## src/rtl/game_pkg.sv

```systemverilog
// Shared game constants: screen geometry, game-state codes, obstacle select
// width and the collision detector state encoding.
package game_pkg;

    localparam int ScreenW = 640;
    localparam int ScreenH = 480;
    localparam int ObsSelW = 4;

    localparam logic [1:0] GS_UNBEGIN = 2'b00;
    localparam logic [1:0] GS_RUNNING = 2'b01;
    localparam logic [1:0] GS_DEAD    = 2'b10;

    typedef enum logic [1:0] {
        IDLE = 2'd0,
        SCAN = 2'd1,
        EVAL = 2'd2,
        HIT  = 2'd3
    } det_state_t;

endpackage

```

## src/rtl/frame_overlap_counter.sv

```systemverilog
// Counts pixels where obstacle and dino layers are both opaque inside the
// active area, saturating at 16'hFFFF; flags the last active pixel.
module frame_overlap_counter
    import game_pkg::*;
(
    input  logic        clk,
    input  logic        rst,
    input  logic        i_pix_en,
    input  logic [9:0]  i_xx,
    input  logic [8:0]  i_yy,
    input  logic        i_empty_obs,
    input  logic        i_empty_dino,
    input  logic        i_en,
    input  logic        i_clr,
    output logic [15:0] o_count,
    output logic        o_frame_done
);

    localparam logic [9:0] XLim  = 10'(ScreenW);
    localparam logic [8:0] YLim  = 9'(ScreenH);
    localparam logic [9:0] XLast = 10'(ScreenW - 1);
    localparam logic [8:0] YLast = 9'(ScreenH - 1);

    logic        w_qual;
    logic [15:0] r_acc;

    assign w_qual = i_pix_en & ~i_empty_obs & ~i_empty_dino
                  & (i_xx < XLim) & (i_yy < YLim);

    always_ff @(posedge clk) begin
        if (rst || i_clr) begin
            r_acc <= 16'd0;
        end else if (i_en && w_qual && r_acc != 16'hFFFF) begin
            r_acc <= r_acc + 16'd1;
        end
    end

    assign o_count      = r_acc;
    assign o_frame_done = i_pix_en & (i_xx == XLast) & (i_yy == YLast);

endmodule

```

## src/rtl/obstacle_collision_detect.sv

```systemverilog
// Declares a dino/obstacle collision after HitFrames consecutive frames of
// sufficient overlap. Build with COLLISION_GRACE_EN for a post-start grace.
module obstacle_collision_detect
    import game_pkg::*;
#(
    parameter int HitThreshold = 8,
    parameter int HitFrames    = 2
`ifdef COLLISION_GRACE_EN
    ,
    parameter int GraceFrames  = 30
`endif
)
(
    input  logic               clk,
    input  logic               rst,
    input  logic               pix_en,
    input  logic [9:0]         xx,
    input  logic [8:0]         yy,
    input  logic [1:0]         gamestate,
    input  logic               isemptyObstacle,
    input  logic               isemptyDino,
    input  logic [ObsSelW-1:0] OBSSEL,
    output logic               collide,
    output logic [ObsSelW-1:0] collide_sel,
    output logic [15:0]        overlap_cnt,
    output logic [3:0]         hit_streak
);

    det_state_t         r_state;
    logic               r_collide;
    logic [ObsSelW-1:0] r_sel;
    logic [15:0]        r_ovl;
    logic [3:0]         r_streak;

    logic        w_running;
    logic        w_grace_on;
    logic [15:0] w_count;
    logic        w_frame_done;
    logic        w_hit;
    logic [3:0]  w_inc;
    logic [3:0]  w_streak_nxt;

    assign w_running = (gamestate == GS_RUNNING);

    frame_overlap_counter u_cnt (
        .clk          (clk),
        .rst          (rst),
        .i_pix_en     (pix_en),
        .i_xx         (xx),
        .i_yy         (yy),
        .i_empty_obs  (isemptyObstacle),
        .i_empty_dino (isemptyDino),
        .i_en         ((r_state == SCAN) & w_running),
        .i_clr        (r_state != SCAN),
        .o_count      (w_count),
        .o_frame_done (w_frame_done)
    );

`ifdef COLLISION_GRACE_EN
    logic [5:0] r_grace;

    always_ff @(posedge clk) begin
        if (rst) begin
            r_grace <= 6'd0;
        end else if (r_state == IDLE && w_running) begin
            r_grace <= 6'(GraceFrames);
        end else if (r_state == EVAL && r_grace != 6'd0) begin
            r_grace <= r_grace - 6'd1;
        end
    end

    assign w_grace_on = (r_grace != 6'd0);
`else
    assign w_grace_on = 1'b0;
`endif

    assign w_hit = (w_count >= 16'(HitThreshold));
    assign w_inc = (r_streak == 4'hF) ? 4'hF : r_streak + 4'd1;
    assign w_streak_nxt = (w_hit && !w_grace_on) ? w_inc : 4'd0;

    always_ff @(posedge clk) begin
        if (rst) begin
            r_state   <= IDLE;
            r_collide <= 1'b0;
            r_sel     <= '0;
            r_ovl     <= 16'd0;
            r_streak  <= 4'd0;
        end else begin
            r_collide <= 1'b0;
            unique case (r_state)
                IDLE: begin
                    r_streak <= 4'd0;
                    if (w_running) r_state <= SCAN;
                end
                SCAN: begin
                    // game state wins over a simultaneous frame end
                    if (!w_running) begin
                        r_state  <= IDLE;
                        r_streak <= 4'd0;
                    end else if (w_frame_done) begin
                        r_state <= EVAL;
                    end
                end
                EVAL: begin
                    if (!w_running) begin
                        r_state  <= IDLE;
                        r_streak <= 4'd0;
                    end else begin
                        r_ovl    <= w_count;
                        r_streak <= w_streak_nxt;
                        if (!w_grace_on &&
                            w_streak_nxt >= 4'(HitFrames)) begin
                            r_collide <= 1'b1;
                            r_sel     <= OBSSEL;
                            r_state   <= HIT;
                        end else begin
                            r_state <= SCAN;
                        end
                    end
                end
                HIT: begin
                    if (!w_running) r_state <= IDLE;
                end
                default: r_state <= IDLE;
            endcase
            if (gamestate == GS_UNBEGIN) r_sel <= '0;
        end
    end

    assign collide     = r_collide;
    assign collide_sel = r_sel;
    assign overlap_cnt = r_ovl;
    assign hit_streak  = r_streak;

endmodule

```

## config.mk

```make
export PLATFORM = sky130hd
export DESIGN_NAME = obstacle_collision_detect
export DESIGN_NICKNAME = d
export VERILOG_FILES = /design/src/rtl/game_pkg.sv /design/src/rtl/frame_overlap_counter.sv /design/src/rtl/obstacle_collision_detect.sv
export SDC_FILE = /design/constraint.sdc
export NUM_CORES = 1
export LEC_CHECK = 0
export ABC_CLOCK_PERIOD_IN_PS = 2450
export CORE_MARGIN = 2
export CORE_UTILIZATION = 48
export DETAILED_ROUTE_END_ITERATION = 10
export HOLD_SLACK_MARGIN = 0.06
export PLACE_DENSITY_LB_ADDON = 0.15
export SETUP_SLACK_MARGIN = 0.15
export SLEW_MARGIN = 20
export SYNTH_ARGS = -nofsm -noshare
export SYNTH_HDL_FRONTEND = slang
export SYNTH_SLANG_ARGS = --single-unit
```

## constraint.sdc

```tcl
create_clock -name clk -period 2.45 [get_ports clk]
set_clock_uncertainty 0.05 [all_clocks]
set_input_delay 0.49 -clock clk [delete_from_list [all_inputs] [get_ports clk]]
set_output_delay 0.49 -clock clk [all_outputs]
set_load 0.02 [all_outputs]
```

* Yosys cells after proc, flatten, opt, wreduce, memory -nomap -nowiden
Index checks and enable logic that the tools add are counted.
** Word-level totals
- Flip-flop bits (word level) :: 43
- Bits in latches :: 0
- Bits in writable memories :: 0
- Memory bits (read-only) :: 0
- Input port bits :: 30
- Output and inout port bits :: 25
- Word-level logic and storage cells :: 61
- Memories :: 0
** Operators by class
- $add $sub $neg :: 2
- Multiply operators :: 0
- Divide/modulo/power cells :: 0
- $lt $le $gt $ge :: 4
- Equal/unequal tests :: 13
- Shifts and indexed selects :: 0
- Mux-type cells :: 13
- Bitwise logic cells :: 11
- Reductions and logical operators :: 12
** Operator list (number)
- $add A16 B1 Y16 const B :: 1
- $ge A16 B4 Y1 const B :: 1
- $mux W4 :: 4
- $ne A16 B16 Y1 const B :: 1
- $mux W2 :: 6
- $pmux W4 S3 :: 1
- $eq A10 B10 Y1 const B :: 1
- $lt A10 B10 Y1 const B :: 1
- $eq A9 B9 Y1 const B :: 1
- $lt A9 B9 Y1 const B :: 1
- $pmux W2 S4 :: 1
- $and A1 B1 Y1 :: 7
- $ne A2 B2 Y1 const B :: 3
- $reduce_and A3 Y1 :: 2
- $add A4 B1 Y4 const B :: 1
- $eq A2 B1 Y1 const B :: 2
- $eq A2 B2 Y1 const B :: 2
- $eq A4 B4 Y1 const B :: 1
- $ge A4 B2 Y1 const B :: 1
- $logic_not A2 Y1 :: 2
- $not A1 Y1 :: 4
- $reduce_and A2 Y1 :: 2
- $ne A3 B2 Y1 const B :: 1
- $reduce_bool A3 Y1 :: 1
- other kinds (6) :: 7

* Longest topological paths before layout
- Depth in word-level cells :: 7
- Mapped depth :: 7
- Depth with buffers taken out :: 6

* Modules after synthesis
Synthesis repeated with hierarchy kept, for this count alone.
** Second synthesis, totals
- Cell total of the unflattened synthesis :: 248
- Area, all modules :: 2083.2 µm²
** Modules (own cells, without submodules)
- obstacle_collision_detect :: instances 1, cells each 137, area an instance 1128.6 µm², seq. area each 540.5 µm²
- frame_overlap_counter :: instances 1, cells each 111, area an instance 954.7 µm², seq. area each 320.3 µm²

* Worst setup path after synthesis
No wires, ideal clock.
- Path kind :: flip-flop to flip-flop
- From :: register u_cnt.r_acc[1] (netlist: u_cnt.o_count[1])
- To :: register u_cnt.r_acc[14] (netlist: u_cnt.o_count[14])
- Setup time :: 0.070 ns
- Arrival time :: 1.781 ns
- Data required time :: 2.330 ns
- Slack :: 0.549 ns
- Cell stages (with the launch flop) :: 7
- Buffers on the path :: 0
- Period minus slack after synthesis :: 1.901 ns
- Path through :: dfxtp_1 -> ha_1 -> and3_1 -> nand3_1 -> or3_1 -> or4_1 -> a21oi_1
** Between the ends
- Word-level cells in the longest chain between the ends :: 2
- Elaborated cells between the ends (all ways) :: 3
- Classes of those cells :: add/sub (1); eq/ne (1); reduce/logical (1)
** RTL lines
- start: declaration :: line frame_overlap_counter.sv:25 : logic [15:0] r_acc;
- start signal: assignment :: line frame_overlap_counter.sv:34 : r_acc <= r_acc + 16'd1;
- parallel branches: the longest is 2 deep, another holds $add A16 B1 Y16
Several ways; the timed one is not identified.
A chain may end at the register's enable or synchronous reset.

* Worst setup path in the final report
- From :: register u_cnt.r_acc[0] (netlist: u_cnt.o_count[0])
- To :: register u_cnt.r_acc[5] (netlist: u_cnt.o_count[5])
Same word-level chain as after synthesis.

==> results.py <==
metrics = {
    "finish": {
        "num_antenna_cells": 0,
        "fin_util_pct": 69.5,
        "regArea_um2": 861,
        "drive_gt1_share_pct": 8.75,
        "design_area_um2": 2840,
        "area_delta_synth_final_pct": 37.3,
        "final_cells": 370,
        "n_fill_cell": 341,
        "multi_input_area_um2": 1130,
        "fin_nets": 352,
    },
    "clocking": {
        "path_clk_slew_ns": 0.08,
        "cts_resized": 0,
        "cts-buffers-inserted": 5,
        "clock_sinks": 43,
        "cts_root_buf": "clkbuf_8",
        "clk_path_buf_depth": 2,
        "cts_tree": "yes",
        "cts_htree_levels": 2,
        "post-cts-setup-buffers": 0,
        "holdBufCountCts": 0,
        "clock_latency_ns": 0.31,
    },
    "timing": {
        "fin_crit_sh_pct": 84.8,
        "rsz0062_at_grt": "false",
        "worst_pin_slew_ns": 0.657,
        "holdWs_ns": 0.405,
        "layout_setup_ws_ns": 0.372,
        "setup_tns_ns": 0,
        "max_freq_mhz": 481,
        "relSlewSlack_pct": 56.1,
        "hold_violations": 0,
        "setup_viol": 0,
        "min_period_ns": 2.08,
        "slew_viol_final": 0,
    },
    "critical_path": {
        "worstSetupEndpointType": "register",
        "ff2ff_path_depth": 6,
        "start_kind": "register",
        "timing.critical_path.buf_inv": 0,
        "r2r_end": "u_cnt.o_count[5]",
        "critPathCapture": "u_cnt.o_count[5]",
        "ff2ff_setup_slack_ns": 0.37,
        "crit_cells": 6,
        "cp_slowest_cell": "or3_1",
        "startpoint": "u_cnt.o_count[0]",
        "cpLargestDelayFamily": "simple AND/OR/NAND/NOR gates",
        "arrival_ns": 2.24,
        "crit_chain": "ha_1, and3_1, nand3_1, or3_1, and4_1, o21a_1",
        "critPathKind": "reg2reg",
        "slowest_delay_ns": 0.53,
        "crit_fanout": 10,
        "r2r-start": "u_cnt.o_count[0]",
        "cp_data_required_time_ns": 2.61,
    },
    "global_routing": {
        "grt_pass1_wl_mm": 8.63,
        "grt_antenna_before_repair": 0,
        "gr-usage-all-layers_pct": 21.6,
        "grt_max_degree": 31,
        "grt_pass1_vias": 1902,
        "grt.overflow.total": 0,
    },
    "route": {
        "antenna_left": 0,
        "wirelength_mm": 5.04,
        "routedWlPerCell_um": 13.6,
        "drc": 0,
        "vias_per_cell": 5.57,
        "first_iter_violations": 163,
        "drt_pre_antenna_iters": 4,
        "vias": 2062,
    },
    "synth": {
        "synth_area_per_cell_um2": 8.08,
        "ys_types": 39,
        "yosys.area.top_type": "dfxtp_1",
        "syn-instance-count": 256,
        "yosysSeqAreaShare_pct": 41.6,
        "synth_top_area_share_pct": 41.6,
        "synth_area_leaders": "dfxtp_1 (42%), nand2_1 (8.7%), a21oi_1 (7.0%)",
        "synth_nets": 289,
        "ys_ff_latch": 43,
        "synth_area_um2": 2070,
        "yosysWarnings": 0,
    },
    "power": {
        "vdd_drop_max_uv": 360,
        "power_leakage_nw": 0.968,
        "powerDensity_nw_per_um2": 480,
        "p_total_mw": 1.36,
    },
    "placement": {
        "place_congestion": 0.833,
        "dp.cells": 362,
        "dp.final_hpwl_mm": 3.70,
        "port_buffers": 54,
        "place_ws_ns": 0.0905,
        "dpl-instance-area_um2": 2720,
    },
    "job": {
        "cap_violations": 0,
    },
    "hold_path": {
        "hold_path.class": "reg2reg",
    },
    "floorplan": {
        "fp-row-count": 23,
        "die_w_um": 69.7,
        "die-height_um": 69.7,
        "pin_count": 55,
        "coreArea_um2": 4090,
        "die_area_um2": 4850,
        "start_util_pct": 50.6,
    },
    "status": {
        "status": "completed",
    },
}
-- final cells by class --
class | count | area share (%)
clock inverter | 2 | 1.23
tap | 50 | 2.20
sequential | 43 | 30.3
multi-input combinational | 195 | 39.7
timing repair buffer | 69 | 23.0
inverter | 5 | 0.661
clock buffer | 6 | 2.91
-- registers in the layout, summed over array words and instances (netlist names) --
| name | flops |
|---|---|
| collide | 1 |
| collide_sel | 4 |
| overlap_cnt | 16 |
| r_state | 2 |
| hit_streak | 4 |
| u_cnt.o_count | 16 |
-- Yosys cell counts --
master     instances
a211oi_1           1
a21oi_1           29
a22oi_1            1
a31oi_1            3
a41o_1             2
and2_0             1
and2_1             1
and3_1             4
and4_1             3
buf_1              1
buf_2              4
buf_6              1
clkbuf_1           7
dfxtp_1           43
ha_1               3
inv_1              5
mux2i_1           10
nand2_1           48
nand2b_1           5
nand3_1            7
nand3_2            1
nand3b_1           2
nand4_1           11
nand4b_1           2
nor2_1            15
nor2b_1            1
nor3_1            12
nor3b_2            1
nor4_1             6
nor4_4             1
o21a_1             2
o21ai_0            4
o21bai_1           1
o2bb2ai_1          1
o311ai_2           1
o31ai_1            4
or2_2              1
or3_1              8
or4_1              3
-- power breakdown --
group	switching, mW	internal [mW]	total, mW
sequential	0.00105	0.699	0.700
clock	0.256	0.330	0.586
combinational	0.0292	0.0497	0.0789
total	0.286	1.08	1.36
-- kinds of logic after synthesis --
family	Yosys count	synth area share, %
AO/OA/AOI/OAI	49	14.3
adder cells (fa/ha/maj)	3	1.81
buffers and inverters	18	3.87
flip-flops	43	41.6
multiplexers	10	4.84
AND/OR/NAND/NOR	133	33.6
-- how the worst min path moves through the flow --
stage                                 from              end  cells after the start
after floorplan           u_cnt.o_count[5]   overlap_cnt[5]                      2
after global placement     overlap_cnt[14]  overlap_cnt[14]                      2
after detailed placement    overlap_cnt[8]   overlap_cnt[8]                      2
after CTS                   overlap_cnt[8]   overlap_cnt[8]                      2
after global routing        overlap_cnt[4]   overlap_cnt[4]                      2
final                       overlap_cnt[8]   overlap_cnt[8]                      2
-- placed cells by master (no fill, tap or decap), types with 4 or more instances in the layout --
cell and n:
inv_1 5, clkbuf_8 6, nor3_1 12, o21ai_0 4, o31ai_1 4, a21oi_1 29, nand3_1 7, nand4_1 11
dfxtp_1 43, buf_4 15, nor4_1 6, nand2b_1 5, clkdlybuf4s50_1 54, or3_1 8, nand2_1 48, mux2i_1 10
nor2_1 15, and3_1 4
-- metal layers --
metal / GRT usage (%) / vias to the layer above / share of wire (%)
met5: 0 / - / 0
met4: 8.12 / 0 / 1.5
met3: 4.51 / 8 / 6.3
met2: 36.1 / 78 / 47
met1: 27.5 / 928 / 45
li1: - / 1048 / -
-- worst reg2reg max path, cell delays in order, from the launching register on --
cell	delay, ns
dfxtp_1	0.34
ha_1	0.20
and3_1	0.22
nand3_1	0.23
or3_1	0.54
and4_1	0.25
o21a_1	0.16
No activity file was read; power rests on OpenSTA's default activity.
